File: src/rtl/gamma_table_loader.sv
// Writer side of the double-buffered gamma mapper: receives a 256-entry table as a byte
// stream, verifies its additive checksum, fills the inactive bank and swaps on vsync.
module gamma_table_loader #(
  parameter int TABLE_SIZE = 256,
  parameter int TIMEOUT    = 65535
) (
  input  logic       clock,
  input  logic       reset,
  input  logic       load_start,
  input  logic       in_valid,
  input  logic [7:0] in_data,
  output logic       in_ready,
  input  logic       vsync,
  output logic       mapper_wr_en,
  output logic       mapper_wr_bank,
  output logic [7:0] mapper_wr_addr,
  output logic [7:0] mapper_wr_data,
  output logic       active_bank,
  output logic       busy,
  output logic       done,
  output logic       error
);

  localparam int            TW         = $clog2(TIMEOUT + 1);
  localparam logic [7:0]    LAST_ADDR  = 8'(TABLE_SIZE - 1);
  localparam logic [TW-1:0] TIMER_LAST = TW'(TIMEOUT - 1);

  typedef enum logic [1:0] {
    IDLE      = 2'd0,
    LOAD      = 2'd1,
    CHECK     = 2'd2,
    WAIT_SWAP = 2'd3
  } state_t;

  state_t        state_r, state_s;
  logic [7:0]    addr_r, addr_s;
  logic [7:0]    sum_r, sum_s;
  logic [TW-1:0] timer_r, timer_s;
  logic          error_r, error_s;
  logic          bank_r, bank_s;
  logic          done_r, done_s;
  logic          wr_en_r, wr_en_s;
  logic          wr_bank_r, wr_bank_s;
  logic [7:0]    wr_addr_r, wr_addr_s;
  logic [7:0]    wr_data_r, wr_data_s;
  logic          ready_s;
  logic          accept_s;

  function automatic logic [7:0] add_mod256(input logic [7:0] a, input logic [7:0] b);
    add_mod256 = a + b;
  endfunction

  assign ready_s  = (state_r == LOAD) || (state_r == CHECK);
  assign accept_s = in_valid && ready_s;

  // Next-state, datapath and output decode; load_start overrides everything else.
  always_comb begin
    state_s   = state_r;
    addr_s    = addr_r;
    sum_s     = sum_r;
    timer_s   = timer_r;
    error_s   = error_r;
    bank_s    = bank_r;
    done_s    = 1'b0;
    wr_en_s   = 1'b0;
    wr_addr_s = wr_addr_r;
    wr_data_s = wr_data_r;
    if (load_start) begin
      state_s = LOAD;
      addr_s  = 8'd0;
      sum_s   = 8'd0;
      timer_s = {TW{1'b0}};
      error_s = 1'b0;
    end else begin
      case (state_r)
        IDLE: begin
          state_s = IDLE;
        end
        LOAD: begin
          if (accept_s) begin
            wr_en_s   = 1'b1;
            wr_addr_s = addr_r;
            wr_data_s = in_data;
            sum_s     = add_mod256(sum_r, in_data);
            timer_s   = {TW{1'b0}};
            if (addr_r == LAST_ADDR) begin
              state_s = CHECK;
            end else begin
              addr_s = addr_r + 8'd1;
            end
          end else if (timer_r == TIMER_LAST) begin
            error_s = 1'b1;
            state_s = IDLE;
          end else begin
            timer_s = timer_r + {{(TW-1){1'b0}}, 1'b1};
          end
        end
        CHECK: begin
          if (accept_s) begin
            timer_s = {TW{1'b0}};
            if (add_mod256(sum_r, in_data) == 8'd0) begin
              state_s = WAIT_SWAP;
            end else begin
              error_s = 1'b1;
              state_s = IDLE;
            end
          end else if (timer_r == TIMER_LAST) begin
            error_s = 1'b1;
            state_s = IDLE;
          end else begin
            timer_s = timer_r + {{(TW-1){1'b0}}, 1'b1};
          end
        end
        WAIT_SWAP: begin
          if (vsync) begin
            bank_s  = ~bank_r;
            done_s  = 1'b1;
            state_s = IDLE;
          end else begin
            state_s = WAIT_SWAP;
          end
        end
        default: begin
          state_s = IDLE;
        end
      endcase
    end
    // The write bank tracks the inactive bank, including right after a swap.
    wr_bank_s = ~bank_s;
  end

  // State and registered outputs.
  always_ff @(posedge clock) begin
    if (reset) begin
      state_r   <= IDLE;
      addr_r    <= 8'd0;
      sum_r     <= 8'd0;
      timer_r   <= {TW{1'b0}};
      error_r   <= 1'b0;
      bank_r    <= 1'b0;
      done_r    <= 1'b0;
      wr_en_r   <= 1'b0;
      wr_bank_r <= 1'b0;
      wr_addr_r <= 8'd0;
      wr_data_r <= 8'd0;
    end else begin
      state_r   <= state_s;
      addr_r    <= addr_s;
      sum_r     <= sum_s;
      timer_r   <= timer_s;
      error_r   <= error_s;
      bank_r    <= bank_s;
      done_r    <= done_s;
      wr_en_r   <= wr_en_s;
      wr_bank_r <= wr_bank_s;
      wr_addr_r <= wr_addr_s;
      wr_data_r <= wr_data_s;
    end
  end

  assign in_ready       = ready_s;
  assign busy           = (state_r != IDLE);
  assign done           = done_r;
  assign error          = error_r;
  assign active_bank    = bank_r;
  assign mapper_wr_en   = wr_en_r;
  assign mapper_wr_bank = wr_bank_r;
  assign mapper_wr_addr = wr_addr_r;
  assign mapper_wr_data = wr_data_r;

endmodule

File: config.mk
export PLATFORM = sky130hd
export DESIGN_NAME = gamma_table_loader
export DESIGN_NICKNAME = d
export VERILOG_FILES = /design/src/rtl/gamma_table_loader.sv
export SDC_FILE = /design/constraint.sdc
export NUM_CORES = 1
export LEC_CHECK = 0
export ABC_AREA = 1
export BUFFER_PORTS_ARGS = -buffer_cell sky130_fd_sc_hd__buf_4
export CAP_MARGIN = 10
export CORE_MARGIN = 10
export CORE_UTILIZATION = 52
export DETAILED_ROUTE_END_ITERATION = 10
export GPL_ROUTABILITY_DRIVEN = 0
export HOLD_SLACK_MARGIN = 0.02
export PLACE_DENSITY = 0.83
export SETUP_SLACK_MARGIN = 0.3
export SYNTH_ARGS = -nofsm -noshare
export SYNTH_HDL_FRONTEND = slang
export SYNTH_SLANG_ARGS = --single-unit
export TNS_END_PERCENT = 5
File: constraint.sdc
create_clock -name clock -period 2 [get_ports clock]
set_input_delay 0.4 -clock clock [delete_from_list [all_inputs] [get_ports clock]]
set_output_delay 0.4 -clock clock [all_outputs]
set_load 0.02 [all_outputs]
# Yosys cells after proc, flatten, opt, wreduce, memory -nomap -nowiden
# Cells that the tools add are included.
[op_classes]
addsub = 3
reduce_logical = 15
mux = 20
bitwise = 6
n_eq_ne = 10
[op_table]
columns = ["cell", "count"]
rows = [
  ["2-to-1 mux 16 bit", 2],
  ["adder 16 x 1 -> 16 bit (second input constant)", 1],
  ["equality test 16 bit (second input constant)", 1],
  ["2-to-1 mux 2 bit", 6],
  ["2-to-1 mux 1 bit", 10],
  ["AND reduction 3 bit", 3],
  ["adder 8 x 1 -> 8 bit (second input constant)", 1],
  ["adder 8 bit", 1],
  ["equality test 8 bit (second input constant)", 1],
  ["logical NOT 8 bit", 1],
  ["one-hot mux 2 bit (4 select lines)", 1],
  ["inverter 1 bit", 6],
  ["OR reduction 3 bit", 2],
  ["equality test 2 bit (second input constant)", 2],
  ["inequality test 2 bit (second input constant)", 2],
  ["inequality test 4 x 3 -> 1 bit (second input constant)", 1],
  ["AND reduction 2 bit", 2],
  ["nonzero test 2 bit", 2],
  ["OR reduction 2 bit", 2],
  ["inequality test 3 x 2 -> 1 bit (second input constant)", 1],
  ["inequality test 3 bit (second input constant)", 1],
  ["equality test 2 x 1 -> 1 bit (second input constant)", 1],
  ["logical NOT 2 bit", 1],
  ["one-hot mux 1 bit (2 select lines)", 1],
  ["2 further kinds", 2],
]
[totals]
word_cells = 66
reg_bits = 55
out_inout_bits = 23
input_bits = 13

# Longest topological paths before layout
# Gate-level depths: netlist (run 1).
[logic_depth]
ltp_word = 6
ltp_mapped = 17

# Least setup slack after synthesis (run 1)
# No wires, ideal clock.
[synth_timing]
kind = "input to register"
from = "input in_data[0]"
to = "register state_r[1]"
path_stages = 14
setup_ns = 0.070
setup_slack_ns = -0.070
t_arrival_ns = 2.000
required_ns = 1.930
path_cell_list = "ha_1 -> inv_1 -> fa_1 -> inv_1 -> or2_2 -> nor2_1 -> nand3_1 -> nor2_1 -> nand2_1 -> nand2_1 -> nand3_1 -> nand3_1 -> nand2_1 -> a21oi_1"
[synth_between]
elab_chain_len = 5
[synth_rtl]
columns = ["item", "line", "text"]
rows = [
  ["start: declaration", "11", "input logic [7:0] in_data,"],
  ["adder 8 bit", "50", "add_mod256 = a + b;"],
  ["logical NOT 8 bit", "101", "if (add_mod256(sum_r, in_data) == 8'd0) begin"],
  ["2-to-1 mux 2 bit", "101", ""],
  ["2-to-1 mux 2 bit", "99", "if (accept_s) begin"],
  ["one-hot mux 2 bit (4 select lines)", "75", "case (state_r)"],
  ["end signal: assignment", "147", "state_r <= state_s;"],
  ["end: declaration", "35", "state_t state_r, state_s;"],
]
# No other way between the ends.
# A chain may end at the register's enable or synchronous reset.

# Final worst setup path (run 1)
[layout_timing]
from = "register sum_r[0]"
to = "register state_r[1]"
[layout_between]
elab_chain_len = 5
[layout_rtl]
columns = ["item", "line", "text"]
rows = [
  ["start: declaration", "37", "logic [7:0] sum_r, sum_s;"],
  ["start signal: assignment", "149", "sum_r <= sum_s;"],
  ["adder 8 bit", "50", ""],
  ["logical NOT 8 bit", "101", ""],
  ["2-to-1 mux 2 bit", "101", ""],
  ["2-to-1 mux 2 bit", "99", ""],
  ["one-hot mux 2 bit (4 select lines)", "75", ""],
]
# No other way between the ends.

==> out/metrics.sh, run 1 <==
NUM_ROWS=26
FIN_SKEW_PS=10.1
MOST_FREQUENT_CELLS_IN_THE_LAYOUT='sky130_fd_sc_hd__nand2_1 (76), sky130_fd_sc_hd__inv_1 (56), sky130_fd_sc_hd__buf_4 (55)'
PERIOD_NEEDED_PS=2050
CRITICAL_PATH.ENDPOINT_TYPE='flop'
WORST-SLEW-PIN-TRANSITION_PS=426
CHIPHEIGHT_UM=94.2
DETAIL_ROUTE.WL_PER_CELL_UM=13.5
CRIT_PATH_MAX_INCR_DELAY_PS=490
POST_LAYOUT_POWER_W=0.00197
LAYOUT_SETUP_WS_PS=-48.7
MAXIMUM_CLOCK_INSERTION_BUFFER_COUNT=2
TIMING.CRITICAL_PATH.ARRIVAL_PS=2310
POST_LAYOUT_NONFILLER_INSTANCES=524
TOTAL_GRT_USAGE_PCT=16.0
TRITONCTS.NUM_BUFFERS=5
WORST-ENDPOINT-REQUIRED_PS=2260
POSTSYNTH.TOPFLOPCELL='sky130_fd_sc_hd__dfxtp_1'
CRITICAL_PATH.MOST_COMMON_CELL='sky130_fd_sc_hd__nand3_1'
REPORT.FINAL.HOLD_VIOL_COUNT=0
GRT_UTIL_MET1_PCT=18.8
ANT_NETS=0
CTS_SINKS=55
ROUTE.VIAS.TOTAL=2773
WORST_SETUP_HOLD_PATH_CLK_SLEW_PS=110
CRIT_PATH_CELL_TRACE='ha_4 > inv_2 > fa_1 > inv_1 > or2_4 > nor2_2 > nand3_1 > nor2_1 > nand2_1 > nand2_2 > nand3_1 > nand3_1 > nand2_1 > a21oi_2'
PATH_CLASS='reg2reg'
WORST_SETUP_PATH_START_KIND='flop'
TOP_USAGE_LAYER='met2'
NETLIST_INSTANCES=395
CLOCK_TREE.HTREE_LEVEL_COUNT=2
SYN2LAYOUT_AREA_GROWTH_PCT=24.6
FP.DIEW_UM=94.2
TIMING.FINAL.MAX_SLEW_VIOLATIONS=0
VIAS_IN_THE_FIRST_GLOBAL_ROUTE=2678
GRT_ANTENNA_BEFORE_REPAIR=0
PLACE.DETAILED.HPWL_UM=5160
SYNTHDOMINANTAREACELLTYPE='sky130_fd_sc_hd__dfxtp_1'
POSTROUTEWIRELENGTH_UM=7090
SYNTH.TOP_CELL.AREA_SHARE_PCT=38.5
WORST_PATH_MAX_DELAY_CELL='sky130_fd_sc_hd__fa_1'
CTS_ROOT_BUFFER='sky130_fd_sc_hd__clkbuf_8'
SYNTH.CELL_AREA_SQ_UM=2860
FRACTION_OF_FINAL_LAYOUT_CELLS_WITH_DRIVE_STRENGTH_GREATER_THAN_1_PCT=25.6
TRITONCTS='done'
MET3_USAGE_PCT=3.52
GLOBAL_ROUTE.OVERFLOW_TOTAL=0
SHARE_OF_THE_CLOCK_PERIOD_USED_BY_THE_WORST_PATH_PCT=102
TIMING.MAX_CAP.VIOLATIONS=0
DRT-INITIAL-DRC-COUNT=184
VIAS_PER_CELL=5.29
HOLDWS_PS=352
SETUP_REPAIR_AFTER_GLOBAL_ROUTING_MISSED_ITS_MARGIN='true'
CRITPATHMAXFANOUT=2
SYNTHTOPCELLSBYAREA='sky130_fd_sc_hd__dfxtp_1 (38%), sky130_fd_sc_hd__nand2_1 (11%), sky130_fd_sc_hd__inv_1 (8.0%)'
SYNTH.LIB_CELLS_USED.DISTINCT=40
SLEW_HEADROOM_PCT=71.4
DP.CELLS=512
REMAINING_DESIGN_RULE_VIOLATION_COUNT=0
GLOBAL_ROUTE.USAGE.MET2_PCT=27.5
GRT_FIRST_PASS_WIRELENGTH_UM=11800
INITIAL_UTILIZATION_PCT=54.6
GRT_MAX_DEGREE=22
VDD_DROP_MAX_mV=0.310
TOTAL_LEAKAGE_POWER_nW=1.61
YOSYS_REGISTER_BITS=55
POST-ROUTE-CELL-AREA_SQ_UM=3570
SYNTH-ASYNC-RESET-RATIO_PCT=0
ANTENNA-DIODE-COUNT=0
STATUS='complete, but fails checks'
DPL_CELL_AREA_SQ_UM=3350
SYNTH_EDF_COUNT=0
YOSYSSEQAREASHARE_PCT=38.5
YOSYS_WARNINGS=0
DIEAREA_SQ_UM=8870
SYN_AREA_PER_CELL_SQ_UM=7.24
TOTAL_CORE_AREA_SQ_UM=5240
CLOCK_LATENCY_PS=310
CLOCK.FMAX_MHz=488
P_PER_AREA_nW_PER_UM2=553
FIRSTDRTPASSITERS=4
NUM-NETS-FINAL=482
SETUP_VIOL_COUNT_FINAL=2
FLOORPLAN.IO_PINS=36
MOST_COMMON_CELL_AFTER_LAYOUT_FILL_AND_TAPS_ASIDE='sky130_fd_sc_hd__nand2_1'
POSTSYNTHNETCOUNT=424
PLACE.PORT_BUFFERS=35
FAILING_CHECKS='negative setup slack'
TIMING.HOLD.WORST.CLASS='in2reg'
==> stage by stage <==
step / setup WS (ps) / setup TNS (ps) / utilization [%]
2_1_floorplan: 7.67 / 0 / -
3_3_place_gp: -195 / -446 / 63.9
3_5_place_dp: -202 / -482 / 63.9
4_1_cts: -31.2 / -46.7 / 66.7
5_1_grt: -202 / -480 / 68.1
6_report: -48.7 / -84.8 / 68.1
==> cell type report <==
class	count	area [sq um]
Fill cell	418	1670
Multi-Input combinational cell	270	1580
Sequential cell	55	1120
Timing Repair Buffer	57	435
Inverter	64	248
Tap cell	70	87.6
Clock buffer	6	82.6
Clock inverter	2	16.3
==> critical path: cells and delay by family, from the launching register on <==
kind | cells | cell delay (ps)
compound gates | 1 | 100
fa+ha+maj | 2 | 620
buf+inv | 2 | 80
flops | 1 | 360
simple gates | 9 | 830
==> path summary, 6_finish.rpt <==
| check | startpoint | endpoint | slack [ps] | cells past startpoint |
|---|---|---|---|---|
| setup reg to reg | sum_r[0] | state_r[1] | -50 | 14 |
| hold reg to reg | mapper_wr_addr[1] | mapper_wr_addr[1] | 470 | 2 |
| setup / recovery | sum_r[0] | state_r[1] | -50 | 14 |
| hold / removal | in_data[3] | mapper_wr_data[3] | 350 | 3 |
==> report_power, final <==
| group | internal (W) | total, W | switching (W) |
|---|---|---|---|
| combinational | 0.0000814 | 0.000200 | 0.000119 |
| sequential | 0.00110 | 0.00111 | 0.00000589 |
| clock | 0.000284 | 0.000663 | 0.000380 |
| total | 0.00147 | 0.00197 | 0.000504 |
==> registers in the layout (all words and copies together), names as in the netlist <==
name	cells
timer_r	16
addr_r	8
mapper_wr_addr	8
mapper_wr_data	8
sum_r	8
state_r	2
active_bank	1
done	1
error	1
mapper_wr_bank	1
mapper_wr_en	1
==> cell families after synthesis <==
logic type,share of synthesized area [%]
and+or+nand+nor,27.9
buffers and inverters,9.31
AOI/OAI and AO/OA,15.5
DFF,38.5
xor gates and xnor gates,1.53
adders and majority gates,7.26
==> per-layer routing <==
layer	share of wire, %	wire length, um
met5	0	0
met4	1.9	136
met2	51	3630
met3	4.5	319
met1	42	3010
==> timing repair <==
item                                    CTS  global route
buffers inserted                          1             3
resized for setup                        14            29
hold buffers                              0             0
endpoints found under the setup margin   44            48
pin swaps                                 8            13
==> cell usage after synthesis (2+ instances only) <==
library cell / count
sky130_fd_sc_hd__nand2_2: 3
sky130_fd_sc_hd__a211oi_1: 7
sky130_fd_sc_hd__nor3_1: 6
sky130_fd_sc_hd__nand2_1: 81
sky130_fd_sc_hd__o21bai_1: 3
sky130_fd_sc_hd__o21ai_0: 21
sky130_fd_sc_hd__nand4_1: 9
sky130_fd_sc_hd__nor2_4: 2
sky130_fd_sc_hd__dfxtp_1: 55
sky130_fd_sc_hd__inv_1: 61
sky130_fd_sc_hd__clkinv_1: 2
sky130_fd_sc_hd__ha_1: 15
sky130_fd_sc_hd__buf_2: 3
sky130_fd_sc_hd__o211ai_1: 2
sky130_fd_sc_hd__xnor2_1: 2
sky130_fd_sc_hd__nand3_1: 23
sky130_fd_sc_hd__clkbuf_1: 3
sky130_fd_sc_hd__nor4_1: 4
sky130_fd_sc_hd__or2_2: 2
sky130_fd_sc_hd__a21oi_1: 34
sky130_fd_sc_hd__nor2_1: 36
sky130_fd_sc_hd__xor2_1: 3
(Power assumes the default switching activity.)
==> inputs of run 2 (changes only) <==
--- a/config.mk
+++ b/config.mk
@@ -14,6 +14,7 @@
 export GPL_ROUTABILITY_DRIVEN = 0
 export HOLD_SLACK_MARGIN = 0.02
 export PLACE_DENSITY = 0.83
+export RECOVER_POWER = 100
 export SETUP_SLACK_MARGIN = 0.3
 export SYNTH_ARGS = -nofsm -noshare
 export SYNTH_HDL_FRONTEND = slang
==> out/metrics.sh, run 2 (synthesis results as in run 1) <==
STATUS='complete, but fails checks'  # unchanged
FAILING_CHECKS='negative setup slack'  # unchanged
PERIOD_NEEDED_PS=2050  # about the same
MOST_FREQUENT_CELLS_IN_THE_LAYOUT='sky130_fd_sc_hd__nand2_1 (76), sky130_fd_sc_hd__inv_1 (56), sky130_fd_sc_hd__dfxtp_1 (43)'  # was sky130_fd_sc_hd__nand2_1 (76), sky130_fd_sc_hd__inv_1 (56), sky130_fd_sc_hd__buf_4 (55)
WORSTSETUPSTARTPOINT='sum_r[0]'  # unchanged
ANTENNA-DIODE-COUNT=0  # unchanged
DP.CELLS=512  # unchanged
TIMING.CRITICAL_PATH.ARRIVAL_PS=2310  # about the same
DETAIL_ROUTE.WL_PER_CELL_UM=13.6  # was 13.5 um
DIEAREA_SQ_UM=8870  # unchanged
POST_LAYOUT_NONFILLER_INSTANCES=524  # unchanged
FRACTION_OF_FINAL_LAYOUT_CELLS_WITH_DRIVE_STRENGTH_GREATER_THAN_1_PCT=20.5  # was 25.6%
NUM_ROWS=26  # unchanged
SYN2LAYOUT_AREA_GROWTH_PCT=21.5  # was 24.6%
WORSTREG2REGSTART='sum_r[0]'  # unchanged
TOTAL_LEAKAGE_POWER_nW=1.51  # was 1.61 nW
SLEW_HEADROOM_PCT=71.5  # was 71.4%
LARGEST_REGISTER='timer_r'  # unchanged
MOST_COMMON_CELL_AFTER_LAYOUT_FILL_AND_TAPS_ASIDE='sky130_fd_sc_hd__nand2_1'  # unchanged
HOLDWS_PS=354  # was 352 ps
TOTAL_CORE_AREA_SQ_UM=5240  # unchanged
TRITONCTS='done'  # unchanged
CRITPATHMAXFANOUT=2  # unchanged
GLOBAL_ROUTE.OVERFLOW_TOTAL=0  # unchanged
LARGEST_REGISTER_FFS=16  # unchanged
TIMING.FINAL.MAX_SLEW_VIOLATIONS=0  # unchanged
GRT_MAX_DEGREE=22  # unchanged
FLOORPLAN.IO_PINS=36  # unchanged
WORST-SLEW-PIN-TRANSITION_PS=425  # was 426 ps
CLOCK_TREE.HTREE_LEVEL_COUNT=2  # unchanged
PLACE.PORT_BUFFERS=35  # unchanged
FIN_SKEW_PS=9.90  # was 10.1 ps
REPORT.FINAL.HOLD_VIOL_COUNT=0  # unchanged
DRT-INITIAL-DRC-COUNT=145  # was 184
TIMING.MAX_CAP.VIOLATIONS=0  # unchanged
VIAS_PER_CELL=5.35  # was 5.29
NUM-NETS-FINAL=482  # unchanged
CTS_SINKS=55  # unchanged
WORST-ENDPOINT-REQUIRED_PS=2260  # about the same
TOTAL_NEGATIVE_SLACK_PS=-88.3  # was -84.8 ps
LAYOUT_SETUP_WS_PS=-50.3  # was -48.7 ps
CTS_ROOT_BUFFER='sky130_fd_sc_hd__clkbuf_8'  # unchanged
VDD_DROP_MAX_mV=0.311  # was 0.310 mV
GRT_ANTENNA_BEFORE_REPAIR=0  # unchanged
CRITPATHCAPTURE='state_r[1]'  # unchanged
CRITICAL_PATH.ENDPOINT_TYPE='flop'  # unchanged
GRT_FIRST_PASS_WIRELENGTH_UM=11800  # unchanged
WORSTREG2REGEND='state_r[1]'  # unchanged
FINAL_CORE_UTIL_PCT=66.4  # was 68.1%
ANT_NETS=0  # unchanged
REMAINING_DESIGN_RULE_VIOLATION_COUNT=0  # unchanged
SETUP_VIOL_COUNT_FINAL=2  # unchanged
SETUP_REPAIR_AFTER_GLOBAL_ROUTING_MISSED_ITS_MARGIN='true'  # unchanged
PATH_CLASS='reg2reg'  # unchanged
WORSTREGTOREGCELLS=14  # unchanged
VIAS_IN_THE_FIRST_GLOBAL_ROUTE=2678  # unchanged
P_PER_AREA_nW_PER_UM2=565  # was 553 nW/um^2
CLOCK.FMAX_MHz=488  # about the same
TRITONCTS.NUM_BUFFERS=5  # unchanged
FP.DIEW_UM=94.2  # unchanged
TOTAL_GRT_USAGE_PCT=16.0  # unchanged
MAXIMUM_CLOCK_INSERTION_BUFFER_COUNT=2  # unchanged
ROUTE.VIAS.TOTAL=2805  # was 2,773
INITIAL_UTILIZATION_PCT=54.6  # unchanged
SHARE_OF_THE_CLOCK_PERIOD_USED_BY_THE_WORST_PATH_PCT=103  # was 102%
POSTROUTEWIRELENGTH_UM=7140  # was 7090 um
CLOCK_LATENCY_PS=310  # about the same
CHIPHEIGHT_UM=94.2  # unchanged
REG2REG_SLACK_PS=-50  # about the same
WORST_SETUP_PATH_START_KIND='flop'  # unchanged
FIRSTDRTPASSITERS=5  # was 4
TIMING.HOLD.WORST.CLASS='in2reg'  # unchanged
WORST_SETUP_HOLD_PATH_CLK_SLEW_PS=110  # about the same
PLACE.DETAILED.HPWL_UM=5160  # unchanged
==> run 2: cell types whose count changed in the layout (fill, tap and decap cells not counted) <==
cell                         before  now
sky130_fd_sc_hd__buf_4           55   32
sky130_fd_sc_hd__clkbuf_1         0   23
sky130_fd_sc_hd__clkinv_4         2    1
sky130_fd_sc_hd__clkinvlp_2       0    1
==> run 2: worst max-delay path, stage by stage, from the launching register on <==
cell	delay (ps)
sky130_fd_sc_hd__dfxtp_2	360
sky130_fd_sc_hd__ha_4	130
sky130_fd_sc_hd__inv_2	30
sky130_fd_sc_hd__fa_1	490
sky130_fd_sc_hd__inv_1	50
sky130_fd_sc_hd__or2_4	220
sky130_fd_sc_hd__nor2_2	70
sky130_fd_sc_hd__nand3_1	70
sky130_fd_sc_hd__nor2_1	110
sky130_fd_sc_hd__nand2_1	90
sky130_fd_sc_hd__nand2_2	70
sky130_fd_sc_hd__nand3_1	70
sky130_fd_sc_hd__nand3_1	80
sky130_fd_sc_hd__nand2_1	60
sky130_fd_sc_hd__a21oi_2	100
==> run 2: worst min-delay path by stage <==
stage                            from           endpoint  depth (start not counted)
floorplan                  timer_r[2]         timer_r[2]                          1
global placement    mapper_wr_data[2]  mapper_wr_data[2]                          2
detailed placement  mapper_wr_addr[1]  mapper_wr_addr[1]                          2
CTS                        in_data[3]  mapper_wr_data[3]                          3
global route               in_data[3]  mapper_wr_data[3]                          3
finish                     in_data[3]  mapper_wr_data[3]                          3
==> run 2: through the flow <==
step	worst slack (ps)	instance area, sq um	total power, W
after floorplan	7.67	2890	0.00124
after global placement	-195	3350	0.00132
after detailed placement	-202	3350	0.00132
after CTS	-31.2	3490	0.00198
after global routing	-202	3480	0.00205
final	-50.3	3480	0.00197
==> run 2: what timing repair did <==
| action | 4_1_cts | 5_1_grt |
|---|---|---|
| resized for setup | 14 | 29 |
| setup endpoints to repair | 44 | 48 |
| setup buffers | 1 | 3 |
| hold buffers | 0 | 0 |
| pin swaps | 8 | 13 |
==> run 2: cell type report <==
type | instances | area [sq um]
Fill cell | 440 | 1760
Timing Repair Buffer | 57 | 349
Clock inverter | 2 | 16.3
Clock buffer | 6 | 82.6
Multi-Input combinational cell | 270 | 1580
Inverter | 64 | 244
Sequential cell | 55 | 1120
Tap cell | 70 | 87.6
==> run 2: metal layers <==
layer  vias up  wire length [um]  global-route usage [%]
met5         -                 0                       0
met4         0               164                    6.33
met3        19               331                    3.52
met2        83              3570                    27.5
met1      1296              3080                    18.8
li1       1407                 -                       -
==> run 2: power by group <==
part,internal (W),switching [W]
logic,0.0000766,0.000119
clock network,0.000284,0.000379
registers,0.00110,0.00000584
==> inputs of run 3 (changes only) <==
--- a/config.mk
+++ b/config.mk
@@ -15,7 +15,7 @@
 export HOLD_SLACK_MARGIN = 0.02
 export PLACE_DENSITY = 0.83
 export RECOVER_POWER = 100
-export SETUP_SLACK_MARGIN = 0.3
+export SETUP_SLACK_MARGIN = 0.4
 export SYNTH_ARGS = -nofsm -noshare
 export SYNTH_HDL_FRONTEND = slang
 export SYNTH_SLANG_ARGS = --single-unit
==> out/metrics.sh, run 3 (synthesis results as in run 1) <==
POWER.SEQUENTIAL.FRACTION_PCT=56.2  # was 56.3%
FILLER_CELL_COUNT=432  # was 440
GRT_ANTENNA_BEFORE_REPAIR=0  # unchanged
POST-ROUTE-CELL-AREA_SQ_UM=3510  # was 3480 sq um
WORST-SLEW-PIN-TRANSITION_PS=423  # was 425 ps
CLOCK.FMAX_MHz=484  # was 488 MHz
FIRSTDRTPASSITERS=5  # unchanged
MOST_FREQUENT_CELLS_IN_THE_LAYOUT='sky130_fd_sc_hd__nand2_1 (75), sky130_fd_sc_hd__inv_1 (56), sky130_fd_sc_hd__dfxtp_1 (44)'  # was sky130_fd_sc_hd__nand2_1 (76), sky130_fd_sc_hd__inv_1 (56), sky130_fd_sc_hd__dfxtp_1 (43)
WORST_PATH_MAX_DELAY_CELL='sky130_fd_sc_hd__fa_1'  # unchanged
FAILING_CHECKS='negative setup slack'  # unchanged
INITIAL_UTILIZATION_PCT=54.6  # unchanged
LARGEST_REGISTER_FFS=16  # unchanged
WORST-PATH-BUF-INV=2  # unchanged
CRITICAL_PATH.ENDPOINT_TYPE='flop'  # unchanged
DIEAREA_SQ_UM=8870  # unchanged
GRT_MAX_DEGREE=22  # unchanged
PERIOD_NEEDED_PS=2070  # was 2050 ps
SYN2LAYOUT_AREA_GROWTH_PCT=22.6  # was 21.5%
VIAS_IN_THE_FIRST_GLOBAL_ROUTE=2690  # was 2,678
SLEW_HEADROOM_PCT=71.6  # was 71.5%
SHARE_OF_THE_CLOCK_PERIOD_USED_BY_THE_WORST_PATH_PCT=103  # about the same
CLOCK_TREE.HTREE_LEVEL_COUNT=2  # unchanged
CTS-HOLD-FIX-BUFFERS=0  # unchanged
WORSTSETUPSTARTPOINT='sum_r[0]'  # unchanged
TRITONCTS='done'  # unchanged
PLACE.PORT_BUFFERS=35  # unchanged
PRE_CTS_SLACK_PS=-202  # unchanged
DPL_CELL_AREA_SQ_UM=3350  # unchanged
LAYOUT_SETUP_WS_PS=-65.1  # was -50.3 ps
VDD_DROP_MAX_mV=0.309  # was 0.311 mV
TRITONCTS.NUM_BUFFERS=5  # unchanged
TOTAL_LEAKAGE_POWER_nW=1.51  # about the same
FRACTION_OF_FINAL_LAYOUT_CELLS_WITH_DRIVE_STRENGTH_GREATER_THAN_1_PCT=21.6  # was 20.5%
CRIT_PATH_MAX_INCR_DELAY_PS=490  # about the same
FLOORPLAN.IO_PINS=36  # unchanged
WORST_SETUP_PATH_START_KIND='flop'  # unchanged
VIAS_PER_CELL=5.28  # was 5.35
TOTAL_CORE_AREA_SQ_UM=5240  # unchanged
P_CLK_SHARE_PCT=33.7  # about the same
NUM_ROWS=26  # unchanged
HP-START='in_data[3]'  # unchanged
PLACE.DETAILED.HPWL_UM=5160  # unchanged
CRITICAL_PATH.MOST_COMMON_CELL='sky130_fd_sc_hd__nand3_1'  # unchanged
AREA_OF_THE_MULTI_INPUT_GATES_SQ_UM=1610  # was 1580 sq um
FIN_SKEW_PS=9.16  # was 9.90 ps
P_PER_AREA_nW_PER_UM2=562  # was 565 nW/um^2
WORSTREG2REGSTART='sum_r[0]'  # unchanged
ANTENNA-DIODE-COUNT=0  # unchanged
MET3_USAGE_PCT=3.52  # unchanged
TIMING.FINAL.MAX_SLEW_VIOLATIONS=0  # unchanged
WORST_SETUP_HOLD_PATH_CLK_SLEW_PS=110  # about the same
COMB_POWER_SHARE_PCT=10.2  # was 10.0%
CTS_SINKS=55  # unchanged
POST_LAYOUT_NONFILLER_INSTANCES=524  # unchanged
TIMING.CRITICAL_PATH.ARRIVAL_PS=2320  # was 2310 ps
NUM-NETS-FINAL=482  # unchanged
GRT_UTIL_MET1_PCT=19.2  # was 18.8%
ROUTE.VIAS.TOTAL=2767  # was 2,805
CTS_ROOT_BUFFER='sky130_fd_sc_hd__clkbuf_8'  # unchanged
POST_LAYOUT_POWER_W=0.00197  # about the same
GRT_FIRST_PASS_WIRELENGTH_UM=11900  # was 11,800 um
CRITPATHMAXFANOUT=2  # unchanged
FP.DIEW_UM=94.2  # unchanged
INTERNAL_POWER_W=0.00147  # was 0.00146 W
WORST-ENDPOINT-REQUIRED_PS=2260  # about the same
REMAINING_DESIGN_RULE_VIOLATION_COUNT=0  # unchanged
STATUS='complete, but fails checks'  # unchanged
P_SW_W=0.000507  # was 0.000504 W
ANT_NETS=0  # unchanged
DETAIL_ROUTE.WL_PER_CELL_UM=13.5  # was 13.6 um
DP.CELLS=512  # unchanged
SW_FRAC_OF_TOTAL_PCT=25.7  # was 25.6%
CRIT_PATH_CELL_TRACE='ha_4 > inv_2 > fa_1 > inv_1 > or2_4 > nor2_2 > nand3_1 > nor2_1 > nand2_1 > nand2_2 > nand3_1 > nand3_1 > nand2_1 > a21oi_2'  # unchanged
DRT-INITIAL-DRC-COUNT=173  # was 145
SETUP_VIOL_COUNT_FINAL=2  # unchanged
CHIPHEIGHT_UM=94.2  # unchanged
LARGEST_REGISTER='timer_r'  # unchanged
TIMING.HOLD.WORST.CLASS='in2reg'  # unchanged
GLOBAL_ROUTE.USAGE.MET2_PCT=27.7  # was 27.5%
CLOCK_LATENCY_PS=310  # about the same
MAXIMUM_CLOCK_INSERTION_BUFFER_COUNT=2  # unchanged
MOST_COMMON_CELL_AFTER_LAYOUT_FILL_AND_TAPS_ASIDE='sky130_fd_sc_hd__nand2_1'  # unchanged
TOTAL_GRT_USAGE_PCT=16.2  # was 16.0%
PATH_CLASS='reg2reg'  # unchanged
TIMING.MAX_CAP.VIOLATIONS=0  # unchanged
CRITICAL_PATH.TOP_DELAY_FAMILY='simple AND/OR/NAND/NOR gates'  # unchanged
TOP_USAGE_LAYER='met2'  # unchanged
SEQUENTIAL_CELL_AREA_SQ_UM=1120  # about the same
GLOBAL_ROUTE.OVERFLOW_TOTAL=0  # unchanged
REPORT.FINAL.HOLD_VIOL_COUNT=0  # unchanged
SETUP_REPAIR_AFTER_GLOBAL_ROUTING_MISSED_ITS_MARGIN='true'  # unchanged
POSTROUTEWIRELENGTH_UM=7090  # was 7140 um
==> run 3: path summary, 6_finish.rpt <==
check                           slack (ps)  cells past startpoint                 to
worst max-delay path                   -70                     14         state_r[1]
worst min-delay path                   350                      3  mapper_wr_data[3]
worst min register to register         470                      1         timer_r[2]
worst max register to register         -70                     14         state_r[1]
==> run 3: power groups by stage <==
stage	logic [W]	registers (W)	clock network (W)
6_report	0.000200	0.00111	0.000664
5_1_grt	0.000222	0.00111	0.000722
4_1_cts	0.000193	0.00111	0.000674
3_5_place_dp	0.000189	0.00113	0
3_3_place_gp	0.000185	0.00113	0
2_1_floorplan	0.000104	0.00114	0
==> run 3: cell type report <==
class,instances,share of cell area (%)
flip-flops and latches,55,31.8
clock buffers,6,2.35
inverters,64,6.95
repair buffers,57,9.95
multi-input cells,270,46.0
well taps,70,2.50
clock inverters,2,0.463
==> run 3: timing repair <==
| item | 4_1_cts | 5_1_grt |
|---|---|---|
| setup endpoints to repair | 51 | 52 |
| setup buffers | 1 | 3 |
| pin swaps | 9 | 16 |
| resized for setup | 20 | 28 |
==> run 3: tightest hold or removal path, delay by kind of cell <==
kind	cells	cell delay, ps
AO/OA/AOI/OAI	1	50
buffers and inverters	1	110
AND/OR/NAND/NOR	1	50
==> run 3: stage by stage <==
step / setup TNS, ps / hold WS, ps / util, %
finish: -115 / 353 / 67.0
global route: -739 / 333 / 67.0
CTS: -46.7 / 351 / 66.9
detailed placement: -482 / 455 / 63.9
global placement: -446 / 449 / 63.9
floorplan: 0 / 434 / -
==> run 3: per-layer routing <==
layer / share of wire [%] / wire length [um] / up-vias
met2: 51 / 3590 / 58
met4: 1.7 / 119 / 0
met5: 0 / 0 / -
met1: 43 / 3070 / 1294
li1: - / - / 1401
met3: 4.5 / 317 / 14
